--- config.mk ---
export PLATFORM = sky130hd
export DESIGN_NAME = fetch_redirect_unit_flat
export DESIGN_NICKNAME = d
export VERILOG_FILES = /design/src/rtl/fetch_redirect_unit_pkg.sv /design/src/rtl/fetch_redirect_unit_if.sv /design/src/rtl/fetch_redirect_unit_if_de_reg.sv /design/src/rtl/fetch_redirect_unit.sv /design/src/flat_wrapper.sv
export SDC_FILE = /design/constraint.sdc
export NUM_CORES = 1
export LEC_CHECK = 0
export BUFFER_PORTS_ARGS = -buffer_cell sky130_fd_sc_hd__buf_2
export CAP_MARGIN = 30
export CORE_MARGIN = 4
export CORE_UTILIZATION = 53
export CTS_CLUSTER_SIZE = 14
export DETAILED_ROUTE_END_ITERATION = 16
export GPL_TIMING_DRIVEN = 1
export PLACE_DENSITY_LB_ADDON = 0.3
export SLEW_MARGIN = 0
export SYNTH_ARGS = -nofsm -noshare
export SYNTH_HDL_FRONTEND = slang
export SYNTH_HIERARCHICAL = 1
export SYNTH_SLANG_ARGS = --single-unit
--- constraint.sdc ---
create_clock -name clk -period 2.6 [get_ports clk]
set_clock_uncertainty 0.2 [all_clocks]
set_input_delay 0.26 -clock clk [delete_from_list [all_inputs] [get_ports clk]]
set_output_delay 0.26 -clock clk [all_outputs]
set_load 0.05 [all_outputs]
--- src/rtl/fetch_redirect_unit_pkg.sv ---
// Shared fetch-stage types and constants: the IF/DE payload and the canonical NOP.
package fetch_pkg;

   localparam logic [31:0] NOP_INST = 32'h0000_0013;
   localparam logic [31:0] PC_STEP  = 32'd4;

   typedef struct packed {
      logic [31:0] pc;
      logic [31:0] pc_inc;
      logic [31:0] inst;
      logic        valid;
   } if_de_t;

endpackage

--- src/rtl/fetch_redirect_unit_if.sv ---
// Fetch-stage bundle: branch/hazard inputs, IMEM data, IF/DE outputs and perf counters.
interface fetch_redirect_unit_if #(
   parameter int unsigned CNT_W = 32
);
   logic             NextPcSrc;
   logic [31:0]      BrTarget_ex;
   logic             Stall;
   logic [31:0]      Inst_if;
   logic [31:0]      Pc_if;
   logic [31:0]      Pc_de;
   logic [31:0]      PcInc_de;
   logic [31:0]      Inst_de;
   logic             Valid_de;
   logic             Flush_ex;
   logic             MisalignTrap;
   logic [CNT_W-1:0] RedirectCnt;
   logic [CNT_W-1:0] StallCnt;

   modport master (
      output NextPcSrc, BrTarget_ex, Stall, Inst_if,
      input  Pc_if, Pc_de, PcInc_de, Inst_de, Valid_de, Flush_ex, MisalignTrap,
             RedirectCnt, StallCnt
   );

   modport slave (
      input  NextPcSrc, BrTarget_ex, Stall, Inst_if,
      output Pc_if, Pc_de, PcInc_de, Inst_de, Valid_de, Flush_ex, MisalignTrap,
             RedirectCnt, StallCnt
   );

endinterface

--- src/rtl/fetch_redirect_unit_if_de_reg.sv ---
// Pipeline register with bubble > hold > load priority; bubble reuses the reset payload.
module if_de_reg
   import fetch_pkg::*;
(
   input  logic   clk,
   input  logic   rst_n,
   input  logic   bubble,
   input  logic   hold,
   input  if_de_t d,
   output if_de_t q
);

   localparam if_de_t BUBBLE = '{pc: '0, pc_inc: '0, inst: NOP_INST, valid: 1'b0};

   if_de_t q_d, q_q;

   always_comb begin
      q_d = d;
      if (bubble) begin
         q_d = BUBBLE;
      end else if (hold) begin
         q_d = q_q;
      end
   end

   always_ff @(posedge clk or negedge rst_n) begin
      if (!rst_n) begin
         q_q <= BUBBLE;
      end else begin
         q_q <= q_d;
      end
   end

   assign q = q_q;

endmodule

--- src/rtl/fetch_redirect_unit.sv ---
// Fetch stage: PC select with redirect/trap/stall priority, IF/DE register, perf counters.
module fetch_redirect_unit
   import fetch_pkg::*;
#(
   parameter logic [31:0] RESET_PC = 32'h0000_0000,
   parameter logic [31:0] TRAP_PC  = 32'h0000_0100,
   parameter int unsigned CNT_W    = 32
) (
   input logic                clk,
   input logic                rst_n,
   fetch_redirect_unit_if.slave bus
);

   logic             redirect, misalign;
   logic [31:0]      pc_d, pc_q;
   logic             trap_q;
   logic [CNT_W-1:0] redirect_cnt_d, redirect_cnt_q;
   logic [CNT_W-1:0] stall_cnt_d, stall_cnt_q;
   if_de_t           de_d, de_q;

   assign redirect = bus.NextPcSrc;
   assign misalign = redirect && (bus.BrTarget_ex[1:0] != 2'b00);

   always_comb begin
      pc_d = pc_q + PC_STEP;
      if (misalign) begin
         pc_d = TRAP_PC;
      end else if (redirect) begin
         pc_d = bus.BrTarget_ex;
      end else if (bus.Stall) begin
         pc_d = pc_q;
      end
   end

   // Saturating counters; a stall squashed by a redirect is not counted.
   always_comb begin
      redirect_cnt_d = redirect_cnt_q;
      stall_cnt_d    = stall_cnt_q;
      if (redirect && (redirect_cnt_q != '1)) begin
         redirect_cnt_d = redirect_cnt_q + CNT_W'(1);
      end
      if (bus.Stall && !redirect && (stall_cnt_q != '1)) begin
         stall_cnt_d = stall_cnt_q + CNT_W'(1);
      end
   end

   always_ff @(posedge clk or negedge rst_n) begin
      if (!rst_n) begin
         pc_q           <= RESET_PC;
         trap_q         <= 1'b0;
         redirect_cnt_q <= '0;
         stall_cnt_q    <= '0;
      end else begin
         pc_q           <= pc_d;
         trap_q         <= misalign;
         redirect_cnt_q <= redirect_cnt_d;
         stall_cnt_q    <= stall_cnt_d;
      end
   end

   assign de_d = '{pc: pc_q, pc_inc: pc_q + PC_STEP, inst: bus.Inst_if, valid: 1'b1};

   if_de_reg u_if_de_reg (
      .clk    (clk),
      .rst_n  (rst_n),
      .bubble (redirect),
      .hold   (bus.Stall),
      .d      (de_d),
      .q      (de_q)
   );

   assign bus.Pc_if        = pc_q;
   assign bus.Pc_de        = de_q.pc;
   assign bus.PcInc_de     = de_q.pc_inc;
   assign bus.Inst_de      = de_q.inst;
   assign bus.Valid_de     = de_q.valid;
   assign bus.Flush_ex     = redirect;
   assign bus.MisalignTrap = trap_q;
   assign bus.RedirectCnt  = redirect_cnt_q;
   assign bus.StallCnt     = stall_cnt_q;

endmodule

--- src/flat_wrapper.sv ---
// flat-port wrapper written by rule: the top's interface ports become plain ports
module fetch_redirect_unit_flat import fetch_pkg::*;
#(
   parameter logic [31:0] RESET_PC = 32'h0000_0000,
   parameter logic [31:0] TRAP_PC  = 32'h0000_0100,
   parameter int unsigned CNT_W    = 32
)
  (clk, rst_n, bus_NextPcSrc, bus_BrTarget_ex, bus_Stall, bus_Inst_if, bus_Pc_if, bus_Pc_de, bus_PcInc_de, bus_Inst_de, bus_Valid_de, bus_Flush_ex, bus_MisalignTrap, bus_RedirectCnt, bus_StallCnt);
  fetch_redirect_unit_if #(.CNT_W(CNT_W)) bus_i ();
  input logic clk;
  input logic rst_n;
  input wire logic [$bits(bus_i.NextPcSrc)-1:0] bus_NextPcSrc;
  input wire logic [$bits(bus_i.BrTarget_ex)-1:0] bus_BrTarget_ex;
  input wire logic [$bits(bus_i.Stall)-1:0] bus_Stall;
  input wire logic [$bits(bus_i.Inst_if)-1:0] bus_Inst_if;
  output wire logic [$bits(bus_i.Pc_if)-1:0] bus_Pc_if;
  output wire logic [$bits(bus_i.Pc_de)-1:0] bus_Pc_de;
  output wire logic [$bits(bus_i.PcInc_de)-1:0] bus_PcInc_de;
  output wire logic [$bits(bus_i.Inst_de)-1:0] bus_Inst_de;
  output wire logic [$bits(bus_i.Valid_de)-1:0] bus_Valid_de;
  output wire logic [$bits(bus_i.Flush_ex)-1:0] bus_Flush_ex;
  output wire logic [$bits(bus_i.MisalignTrap)-1:0] bus_MisalignTrap;
  output wire logic [$bits(bus_i.RedirectCnt)-1:0] bus_RedirectCnt;
  output wire logic [$bits(bus_i.StallCnt)-1:0] bus_StallCnt;
  assign bus_i.NextPcSrc = bus_NextPcSrc;
  assign bus_i.BrTarget_ex = bus_BrTarget_ex;
  assign bus_i.Stall = bus_Stall;
  assign bus_i.Inst_if = bus_Inst_if;
  assign bus_Pc_if = bus_i.Pc_if;
  assign bus_Pc_de = bus_i.Pc_de;
  assign bus_PcInc_de = bus_i.PcInc_de;
  assign bus_Inst_de = bus_i.Inst_de;
  assign bus_Valid_de = bus_i.Valid_de;
  assign bus_Flush_ex = bus_i.Flush_ex;
  assign bus_MisalignTrap = bus_i.MisalignTrap;
  assign bus_RedirectCnt = bus_i.RedirectCnt;
  assign bus_StallCnt = bus_i.StallCnt;
  fetch_redirect_unit #(.RESET_PC(RESET_PC), .TRAP_PC(TRAP_PC), .CNT_W(CNT_W)) u_core (.clk(clk), .rst_n(rst_n), .bus(bus_i));
endmodule
======== Word level (Yosys, flattened, before mapping) ========
Cells that the tools add are included.
word-level totals
  bits in registers ....................... 194
  output and inout port bits .............. 195
cells by class
  equal/unequal tests ..................... 4
  muxes and demuxes ....................... 5
  reduce and logical (&&, ||, !) cells .... 6
  $add $sub $neg .......................... 3
operators by type and width
  kind                   count
  $mux 97                2
  $mux 32                3
  $add 32x1->32 const B  2
  $ne 32x32->1 const B   2
  $add 32x3->32 const B  1
  $logic_and 1x1->1      4
  $ne 3x2->1 const B     1
  $ne 2x2->1 const B     1
  $reduce_bool 2->1      1
  $logic_not 1->1        1

======== Logic depth before layout (Yosys ltp) ========
Gate-level depths: netlist (run 1).
  word-level depth ........................ 4
  gate-level depth with buffers ........... 10
  mapped depth without buffers ............ 8

======== By module ========
The synthesis (run 1) kept the hierarchy.
modules (own cells, without submodules)
  module               times used  area an instance (µm²)  cells an instance
  fetch_redirect_unit  1           5763.0                  606
  if_de_reg            1           3945.0                  313

======== Least setup slack after synthesis (run 1) ========
Ideal clock, no wire load.
  path kind ............................... flip-flop to flip-flop
  start ................................... reg u_core.redirect_cnt_q[0], in the netlist u_core/bus.RedirectCnt[0]
  end ..................................... reg u_core.redirect_cnt_q[21], in the netlist u_core/bus.RedirectCnt[21]
  stages on the path, launching flop included .. 7
  buffers on the path ..................... 0
  data required time ...................... 2.255 ns
  setup time .............................. 0.145 ns
  period minus slack after synthesis ...... 2.571 ns
  slack ................................... 0.029 ns
  data arrival time ....................... 2.226 ns
  path through ............................ dfrtp_1 -> ha_1 -> nand4_1 -> or4_4 -> o311ai_4 -> nor3_1 -> xor2_1
between the ends
  cells in the longest elaborated chain, start to end .. 2
  elaborated cells between the ends (all ways) .. 3
  classes of those cells .................. 1 x add/sub; 1 x eq/ne; 1 x reduce/logical
RTL lines
  element                                                RTL line                   text
  from (decl)                                            fetch_redirect_unit.sv:17  logic [CNT_W-1:0] redirect_cnt_d, redirect_cnt_q;
  from (signal assigned)                                 fetch_redirect_unit.sv:56  redirect_cnt_q <= redirect_cnt_d;
  branches (longest 2 deep; another with $add 32x1->32)  n/a
Parallel ways; which one is timed is not known.
A chain may end at the register's enable or synchronous reset.

==> results of run 1 <==
[critical path, cell delays in order (launching register included)]
cell and delay, ns:
dfrtp_1 0.47, nand4_1 0.23, or2_2 0.59, nor2_1 0.28
nand2_1 0.12, xnor2_1 0.16, mux2i_1 0.18, nor2_1 0.06
[sequential cells by signal (all words and copies together), names as in the netlist]
signal and flops:
u_core/bus.MisalignTrap 1, u_core/bus.Pc_if 32, u_core/bus.RedirectCnt 32, u_core/bus.StallCnt 32
u_core/u_if_de_reg/q 97
[worst paths after layout]
| check | from | to | slack [ns] | cells after the start |
|---|---|---|---|---|
| max in group asynchronous | rst_n | u_core/u_if_de_reg/q[1] | 1.28 | 3 |
| hold reg to reg | u_core/bus.StallCnt[29] | u_core/bus.StallCnt[29] | 0.28 | 1 |
| hold / removal | bus_Stall | u_core/u_if_de_reg/q[45] | 0.03 | 3 |
| setup reg to reg | u_core/bus.Pc_if[16] | u_core/u_if_de_reg/q[61] | 0.15 | 7 |
| setup / recovery | u_core/bus.Pc_if[16] | u_core/u_if_de_reg/q[61] | 0.15 | 7 |
| min in group asynchronous | rst_n | u_core/u_if_de_reg/q[82] | 0.20 | 2 |
[metrics by stage]
stage / utilization / setup slack [ns]
floorplan: - / 0.0288
global placement: 0.614 / 0.215
detailed placement: 0.614 / 0.128
CTS: 0.681 / 0.00923
global route: 0.682 / 0.00346
finish: 0.682 / 0.152
[cells in the final DEF, fill, tap and decap left out, types with 3 or more instances in the layout]
| cell | count |
|---|---|
| mux2i_1 | 95 |
| nand4_1 | 24 |
| o21ai_1 | 11 |
| xnor2_1 | 63 |
| dlygate4sd3_1 | 62 |
| ha_1 | 3 |
| dfrtp_1 | 191 |
| nor3_1 | 25 |
| buf_2 | 259 |
| clkbuf_1 | 4 |
| nor4_1 | 13 |
| buf_4 | 22 |
| clkinv_4 | 3 |
| or2_2 | 6 |
| o21ai_0 | 19 |
| and2_1 | 3 |
| a211o_1 | 3 |
| nor4_2 | 4 |
| nor3_2 | 6 |
| nand3_1 | 43 |
| or4_1 | 4 |
| a31oi_1 | 5 |
| dfstp_2 | 3 |
| xor2_1 | 49 |
| clkbuf_16 | 17 |
| a21oi_1 | 4 |
| nor4_4 | 5 |
| and3_1 | 11 |
| buf_12 | 4 |
| nor2b_1 | 9 |
| nand2_1 | 67 |
| inv_1 | 16 |
| nor2_1 | 137 |
[power groups by stage]
stage,logic (mW),clock network (mW),registers (mW)
floorplan,0.766,0,4.19
global placement,1.85,0,3.56
detailed placement,1.87,0,3.56
CTS,1.95,2.68,3.51
global route,2.06,2.82,3.56
finish,1.94,2.61,3.51
[final cells by class]
| class | instances | area (um2) |
|---|---|---|
| clock buffer | 22 | 454 |
| timing repair buffer | 349 | 2190 |
| antenna | 2 | 5.00 |
| tap | 229 | 287 |
| inverter | 16 | 60.1 |
| multi-input combinational | 636 | 4270 |
| sequential | 194 | 4860 |
| clock inverter | 10 | 130 |
| fill | 1387 | 5720 |
[cells by family after synthesis]
family | Yosys count
muxes | 97
other | 1
xor gates and xnor gates | 112
and+or+nand+nor | 370
AOI/OAI and AO/OA | 53
adders and majority gates | 3
buffers and inverters | 89
DFF | 194
[per-layer routing]
| layer | track usage | vias to the layer above | wire length, um |
|---|---|---|---|
| met2 | 0.395 | 229 | 12200 |
| met4 | 0.0624 | 0 | 427 |
| met5 | 0 | - | 0 |
| met3 | 0.0579 | 27 | 1640 |
| met1 | 0.312 | 3690 | 10100 |
| li1 | - | 3686 | - |
[what timing repair did]
item | 4_1_cts | 5_1_grt
gates resized for setup | 0 | 1
setup endpoints to repair | 0 | 2
endpoints found under the hold margin | 130 | 0
hold buffers | 62 | 0
[Yosys cell counts (5+ instances only)]
library cell,instances,area share
dfrtp_1,191,0.49
nor2_1,138,0.053
mux2i_1,95,0.098
nand2_1,67,0.026
xnor2_1,63,0.057
xor2_1,49,0.044
nand3_1,43,0.022
buf_4,41,0.032
nor3_1,25,0.013
nand4_1,24,0.015
o21ai_0,19,0.0098
clkbuf_1,16,0.0062
inv_1,16,0.0062
nor4_1,13,0.0084
and3_1,11,0.0071
o21ai_1,11,0.0057
nor2b_1,9,0.0058
nor3_2,6,0.0062
or2_2,6,0.0039
a31oi_1,5,0.0032
buf_2,5,0.0026
buf_6,5,0.0058
nor4_4,5,0.011
==> metrics, run 1 <==
Final Slew Violations=0; GR Overflow Total=0; Net Sw Power=2.78 mW; Final Hold Viols=0; synthesized instance count=919; clock-pin slew on the worst setup and hold paths=0.07 ns; Achievable Freq=409 MHz; initial core utilization=0.540; WP data required=approximately 2.7 ns; register bit total from synthesis=approximately 190; Via-to-Cell Ratio=5.23; share of cells above drive strength 1=0.289; switch share=0.345; postcts setup bufs=0; dpl cells=~1400; Int Power=5.29 mW; leakage=6.23 nW; WS Path Type=flip-flop to flip-flop; initial antenna violation count=2; Unique masters post-synth=between 50 and 60; # IOs=roughly 260; Syn Area/Cell=10.6 um2; post-synthesis compound-gate area fraction=0.0363; peak fanout along the critical path=19; GRT Overall Usage=0.236; Sink Count=194; Rows=49; root buf cell=clkbuf_16; initial DRC count=381; fin crit share=0.942; die height=around 140 um; worst vdd ir=0.000732 V; DRC Markers=0; non-filler instance count after layout=1458; CTS tree=built; Worst Hold Class=primary input to flip-flop; IO buf count=about 260; area growth from synthesis to layout=26.1%; Slew @ Worst Pin=0.869 ns; mux cell area share after synthesis=0.100; startpoint types=flip-flop; combinational power share=0.240; H-tree levels=4; largest net degree at the start of global routing=between 80 and 90; Setup crit end kind=flip-flop; data arrival time of the critical path=2.52 ns; Finished Cell Area=12200 um2; unrepaired setup endpoints after global routing=false; adder-cell share of the synthesized area=0.00387; post-synthesis async set-or-reset flop share=1.00; setup TNS=0 ns; nets=roughly 1300; routed wire length=24.4 mm; vias in the first global route=7599; sequential share of power=0.436; first-pass GRT wire length=39.0 mm; status=finished clean; TritonRoute pass-1 iters=5; number of flops mapped to enable cells by yosys=0; Netlist Area Pre-Place=9710 um2; yosys warns=6; prevailing post-synth register cell=dfrtp_1; Synth Net Count=990; largest family of logic cells by synthesized area=simple AND/OR/NAND/NOR gates; total power=8.07 mW; Max Root-Sink Buffers=2; via count=around 7600; PD cells=roughly 660 nW/um2; post-detail-place hpwl=16.5 mm; Core Region=18000 um2; max_cap viols=0; Post-Synth XOR/XNOR Area=0.101; Max-slew headroom=0.420; register area share after synthesis=0.500; Placer Congestion=0.847; clock group share of total power=0.324; Final ANT Viol Nets=0; total CTS buffers=17; final number of setup-violating endpoints=0; clock latency on the worst-skew pair=around 0.42 ns; die width=around 140 um; Final Hold Slack=roughly 0.027 ns; Wirelength per Cell=about 17 um; Synth Area in Simple Gates=0.197; Total Die Area=20500 um2; Period minus WS final=2.45 ns; Post-DP Area=about 11000 um2
(Power assumes the default switching activity.)
==> run 2, diff against run 1 <==
--- a/config.mk
+++ b/config.mk
@@ -5,12 +5,12 @@
 export SDC_FILE = /design/constraint.sdc
 export NUM_CORES = 1
 export LEC_CHECK = 0
-export BUFFER_PORTS_ARGS = -buffer_cell sky130_fd_sc_hd__buf_2
 export CAP_MARGIN = 30
 export CORE_MARGIN = 4
-export CORE_UTILIZATION = 53
+export CORE_UTILIZATION = 55
 export CTS_CLUSTER_SIZE = 14
 export DETAILED_ROUTE_END_ITERATION = 16
+export DONT_BUFFER_PORTS = 1
 export GPL_TIMING_DRIVEN = 1
 export PLACE_DENSITY_LB_ADDON = 0.3
 export SLEW_MARGIN = 0
==> run 2 against run 1 <==
  * The run now ends with hold timing left
  * Highest routed layer unchanged
  * Sequential share of layout area up 0.24 points
  * Critical endpoint is now u_core/u_if_de_reg/q[45]
  * Cell count down 8.5%
  * Fmax is 1.3% higher
  * Largest cell class unchanged
  * Total power is 1.1% higher
==> metrics, run 2 (same netlist as run 1, synthesis figures left out) <==
status=finished with violations; failing checks=hold timing; DR WL met3=1.94 mm; fin crit share=0.929; first-pass GRT wire length=slightly above 40 mm; root buf cell=clkbuf_16; setup slack after placement=roughly 0.22 ns; max_cap viols=0; initial antenna violation count=1; unrepaired setup endpoints after global routing=false; DRC Markers=0; initial core utilization=0.561; IO buf count=0; Final Slew Violations=0; Period minus WS final=2.42 ns; critical path's slowest cell=dlygate4sd3_1; share of cells above drive strength 1=0.155; Placer Congestion=0.828; Int Power=5.48 mW; Top Layer Used=met4; area growth from synthesis to layout=25.4%; Final Hold Slack=-0.677 ns; Wirelength per Cell=19.0 um; final number of setup-violating endpoints=0; Final WS setup=around 0.18 ns; routed wire length=25.4 mm; Net Sw Power=2.68 mW; post-detail-place hpwl=15.6 mm; Largest register FFs=97; WP data required=2.76 ns; initial DRC count=408; Via-to-Cell Ratio=approximately 5.5; Final ANT Viol Nets=0; # IOs=263; Slew @ Worst Pin=between 0.6 and 0.7 ns; vias in the first global route=roughly 7700; M1 wire length=9.95 mm; largest stage delay on the critical path=0.55 ns; Worst Hold Class=primary input to asynchronous set/reset pin; TritonRoute pass-1 iters=4; die width=141 um; CTS tree=built; clock group share of total power=0.333; Setup crit end kind=flip-flop; via count=7311; GR Overflow Total=0; routed wl met2=12.8 mm; WS Path Type=flip-flop to flip-flop; Max Root-Sink Buffers=2; clock latency on the worst-skew pair=roughly 0.43 ns; leakage=5.64 nW; data arrival time of the critical path=2.58 ns; setup TNS=0 ns; Max-slew headroom=0.537; combinational power share=0.208; worst vdd ir=~0.00073 V; # hold bufs at CTS=around 130; commonest non-fill, non-tap cell in the layout=dfrtp_1; CP dominant cell by count=nor2_1; Rows=48; most frequent cells in the layout=dfrtp_1, nor2_1, dlygate4sd3_1, buf_4, mux2i_1; Core Region=17300 um2; switch share=0.328; die height=about 140 um; sequential share of power=0.459; PD cells=between 600 and 700 nW/um2; Sink Count=194; postcts setup bufs=0; total CTS buffers=17; H-tree levels=4; GRT Overall Usage=0.257; Filler Cell Count=about 1300; clock-pin slew on the worst setup and hold paths=0.07 ns; startpoint types=flip-flop; nets=roughly 1200; largest net degree at the start of global routing=195; Core Util, Final=0.704; Achievable Freq=between 400 and 500 MHz; Final Hold Viols=194; peak fanout along the critical path=6; crit-path cells=buf_4, and3_1, nand3_1, nor2_1, xor2_1, mux2i_1, nor2_1, dlygate4sd3_1; Total Die Area=19800 um2
-- run 2: changes by cell type in the layout (fill, tap and decap cells not counted), moves of 2 or more --
cell           before  now
buf_12              4    0
buf_16              0    2
buf_2             259    0
buf_4              22  101
clkinv_4            3    0
dlygate4sd3_1      62  127
-- run 2: final cells by class --
class / count / area (um2) / area share
repair buffers: 230 / 2080 / 0.171
flip-flops and latches: 194 / 4860 / 0.399
clock buffers: 24 / 482 / 0.0396
well taps: 225 / 282 / 0.0231
inverters: 16 / 60.1 / 0.00493
clock inverters: 8 / 128 / 0.0105
diodes: 1 / 2.50 / 0.000206
multi-input cells: 636 / 4280 / 0.351
-- run 2: power by group through the flow --
stage	Sequential (mW)	Clock, mW	Combinational [mW]
final	3.75	2.72	1.70
after global routing	3.78	2.90	1.82
after CTS	3.74	2.78	1.68
after detailed placement	3.80	0	1.42
after global placement	3.79	0	1.40
after floorplan	4.19	0	0.766
-- run 2: worst paths after layout --
check	end	slack (ns)	from	depth (start not counted)
setup / recovery	u_core/u_if_de_reg/q[45]	0.18	u_core/bus.Pc_if[9]	8
hold / removal	u_core/u_if_de_reg/q[51]	-0.68	rst_n	0
setup reg to reg	u_core/u_if_de_reg/q[45]	0.18	u_core/bus.Pc_if[9]	8
hold reg to reg	u_core/bus.StallCnt[30]	0.38	u_core/bus.StallCnt[30]	2
max in group asynchronous	u_core/bus.Pc_if[8]	2.45	rst_n	0
min in group clk	u_core/bus.RedirectCnt[2]	0.03	bus_NextPcSrc	4
-- run 2: per-layer routing --
layer | GRT usage | vias up
li1 | - | 3453
met1 | 0.313 | 3572
met2 | 0.431 | 240
met3 | 0.0807 | 46
met4 | 0.0959 | 0
met5 | 0 | -
-- run 2: worst max-delay path, delay by kind of cell, from the launching register on --
kind / cells / cell delay [ns]
xor+xnor: 1 / 0.22
buf+inv: 2 / 0.81
mux: 1 / 0.13
flops: 1 / 0.36
simple gates: 4 / 0.62
-- run 2: stage by stage --
stage	std cells	power, mW	area (um2)
after floorplan	919	4.96	9710
after global placement	1172	5.19	10200
after detailed placement	1172	5.22	10200
after CTS	1333	8.21	12200
after global routing	1334	8.50	12200
final	1334	8.16	12200
-- run 2: repair_timing --
action                     CTS  global route
gates resized for setup      0             3
hold endpoints to repair   333           194
setup endpoints to repair    0             3
==> run 3, diff against run 2 <==
--- a/config.mk
+++ b/config.mk
@@ -6,8 +6,10 @@
 export NUM_CORES = 1
 export LEC_CHECK = 0
 export CAP_MARGIN = 30
+export CELL_PAD_IN_SITES_DETAIL_PLACEMENT = 1
+export CELL_PAD_IN_SITES_GLOBAL_PLACEMENT = 1
 export CORE_MARGIN = 4
-export CORE_UTILIZATION = 55
+export CORE_UTILIZATION = 49
 export CTS_CLUSTER_SIZE = 14
 export DETAILED_ROUTE_END_ITERATION = 16
 export DONT_BUFFER_PORTS = 1
==> run 3 against run 2 <==
  * Critical path type unchanged
  * The flow still finishes with violations (hold timing)
  * Sequential power barely moved
  * Highest routed layer unchanged
  * Core utilization fell by 7.8 points
  * Sequential share of layout area barely moved
  * Non-clock buffer count fell by 2
  * Largest power group unchanged
  * Via count rose by 4.6%
==> metrics, run 3 (same netlist as run 1, synthesis figures left out) <==
status=finished with violations; failing checks=hold timing; PD cells=roughly 670 nW/um2; total power=8.21 mW; max_cap viols=0; nets=between 1000 and 1500; Largest register FFs=97; die width=149 um; Achievable Freq=405 MHz; Setup crit end kind=flip-flop; DRC Markers=0; leakage=between 5 and 6 nW; startpoint types=flip-flop; Filler Cell Count=2090; Final ANT Viol Nets=0; initial antenna violation count=0; H-tree levels=4; Final Hold Slack=-0.679 ns; root buf cell=clkbuf_16; initial DRC count=342; Slew @ Worst Pin=0.782 ns; most frequent cells in the layout=dfrtp_1, nor2_1, dlygate4sd3_1, buf_4, mux2i_1; Core Util, Final=0.626; WS Path Type=flip-flop to flip-flop; Max Root-Sink Buffers=2; Via-to-Cell Ratio=5.58; WP data required=2.68 ns; commonest non-fill, non-tap cell in the layout=dfrtp_1; IO buf count=0; vias in the first global route=8635; Core Region=19500 um2; postcts setup bufs=0; CTS tree=built; Antenna Cells=0; initial core utilization=0.499; Wirelength per Cell=roughly 23 um; worst vdd ir=between 0.0007 and 0.0008 V; largest net degree at the start of global routing=about 200; Post-DP Area=10300 um2; routed wire length=31.2 mm; Sink Count=194; total CTS buffers=17; share of cells above drive strength 1=0.157; Max-slew headroom=0.474; # IOs=263; Worst Hold Class=primary input to asynchronous set/reset pin; TritonRoute pass-1 iters=5; Total Die Area=22100 um2; first-pass GRT wire length=49.0 mm; unrepaired setup endpoints after global routing=false; Finished Cell Area=12200 um2; post-detail-place hpwl=18.7 mm; data arrival time of the critical path=2.55 ns; Period minus WS final=approximately 2.5 ns; Final Slew Violations=0; Placer Congestion=approximately 0.80; non-filler instance count after layout=between 1000 and 1500; Rows=51; # hold bufs at CTS=about 130; fin crit share=0.950; clock latency on the worst-skew pair=0.43 ns; GRT Overall Usage=0.281; setup TNS=0 ns; clock-pin slew on the worst setup and hold paths=0.07 ns; peak fanout along the critical path=5; GR Overflow Total=0; Final Hold Viols=roughly 190; via count=7650; final number of setup-violating endpoints=0; dpl cells=1211; die height=149 um; area growth from synthesis to layout=25.5%
run 3: changes by cell type in the layout (fill, tap and decap cells not counted), moves of 2 or more:
cell        before  now
clkinvlp_4       2    4
clkbuf_8         3    0
inv_8            0    3
clkbuf_1         4    0
inv_6            2    4
run 3: layout make-up:
type	instances	area (um2)	share of cell area
well taps	265	332	0.0272
multi-input cells	636	4270	0.350
clock inverters	15	173	0.0142
clock buffers	17	425	0.0349
inverters	16	60.1	0.00493
repair buffers	228	2070	0.170
flip-flops and latches	194	4860	0.399
run 3: layer usage:
layer  track usage  up-vias  share of wire
met5             0        -              0
met4         0.110        0          0.038
met3        0.0793       75          0.067
met2         0.494      247           0.52
met1         0.324     3895           0.38
li1              -     3433              -
run 3: critical path, stage by stage (launching register included):
cell and delay [ns]:
dfrtp_1 0.36, buf_4 0.25, nand3_2 0.15, or3_1 0.47, xnor2_1 0.18, mux2i_1 0.12
dlygate4sd3_1 0.56, nor2_1 0.04
run 3: where the power goes:
group          switching [mW]  internal (mW)
registers               0.522           3.24
clock network            1.25           1.45
logic                    1.11          0.630
total                    2.88           5.33
run 3: worst paths after layout:
path | to | startpoint | slack (ns) | depth (start not counted)
worst max-delay path | u_core/u_if_de_reg/q[42] | u_core/bus.Pc_if[2] | 0.13 | 7
worst max register to register | u_core/u_if_de_reg/q[42] | u_core/bus.Pc_if[2] | 0.13 | 7
worst min register to register | u_core/bus.RedirectCnt[1] | u_core/bus.RedirectCnt[1] | 0.43 | 2
worst min-delay path | u_core/u_if_de_reg/q[50] | rst_n | -0.68 | 0
max in group asynchronous | u_core/u_if_de_reg/q[75] | rst_n | 2.33 | 0
min in group clk | u_core/bus.Pc_if[10] | bus_Stall | 0.03 | 4
run 3: metrics by stage:
step	setup slack, ns	hold WS, ns
5_1_grt	0.00550	-0.705
6_report	0.131	-0.679
3_5_place_dp	0.215	-0.230
2_1_floorplan	0.0288	-0.236
4_1_cts	0.0948	-0.693
3_3_place_gp	0.229	-0.230
run 3: timing repair:
| item | 4_1_cts | 5_1_grt |
|---|---|---|
| hold endpoints to repair | 332 | 194 |
| resized for setup | 0 | 2 |
| setup endpoints to repair | 0 | 5 |
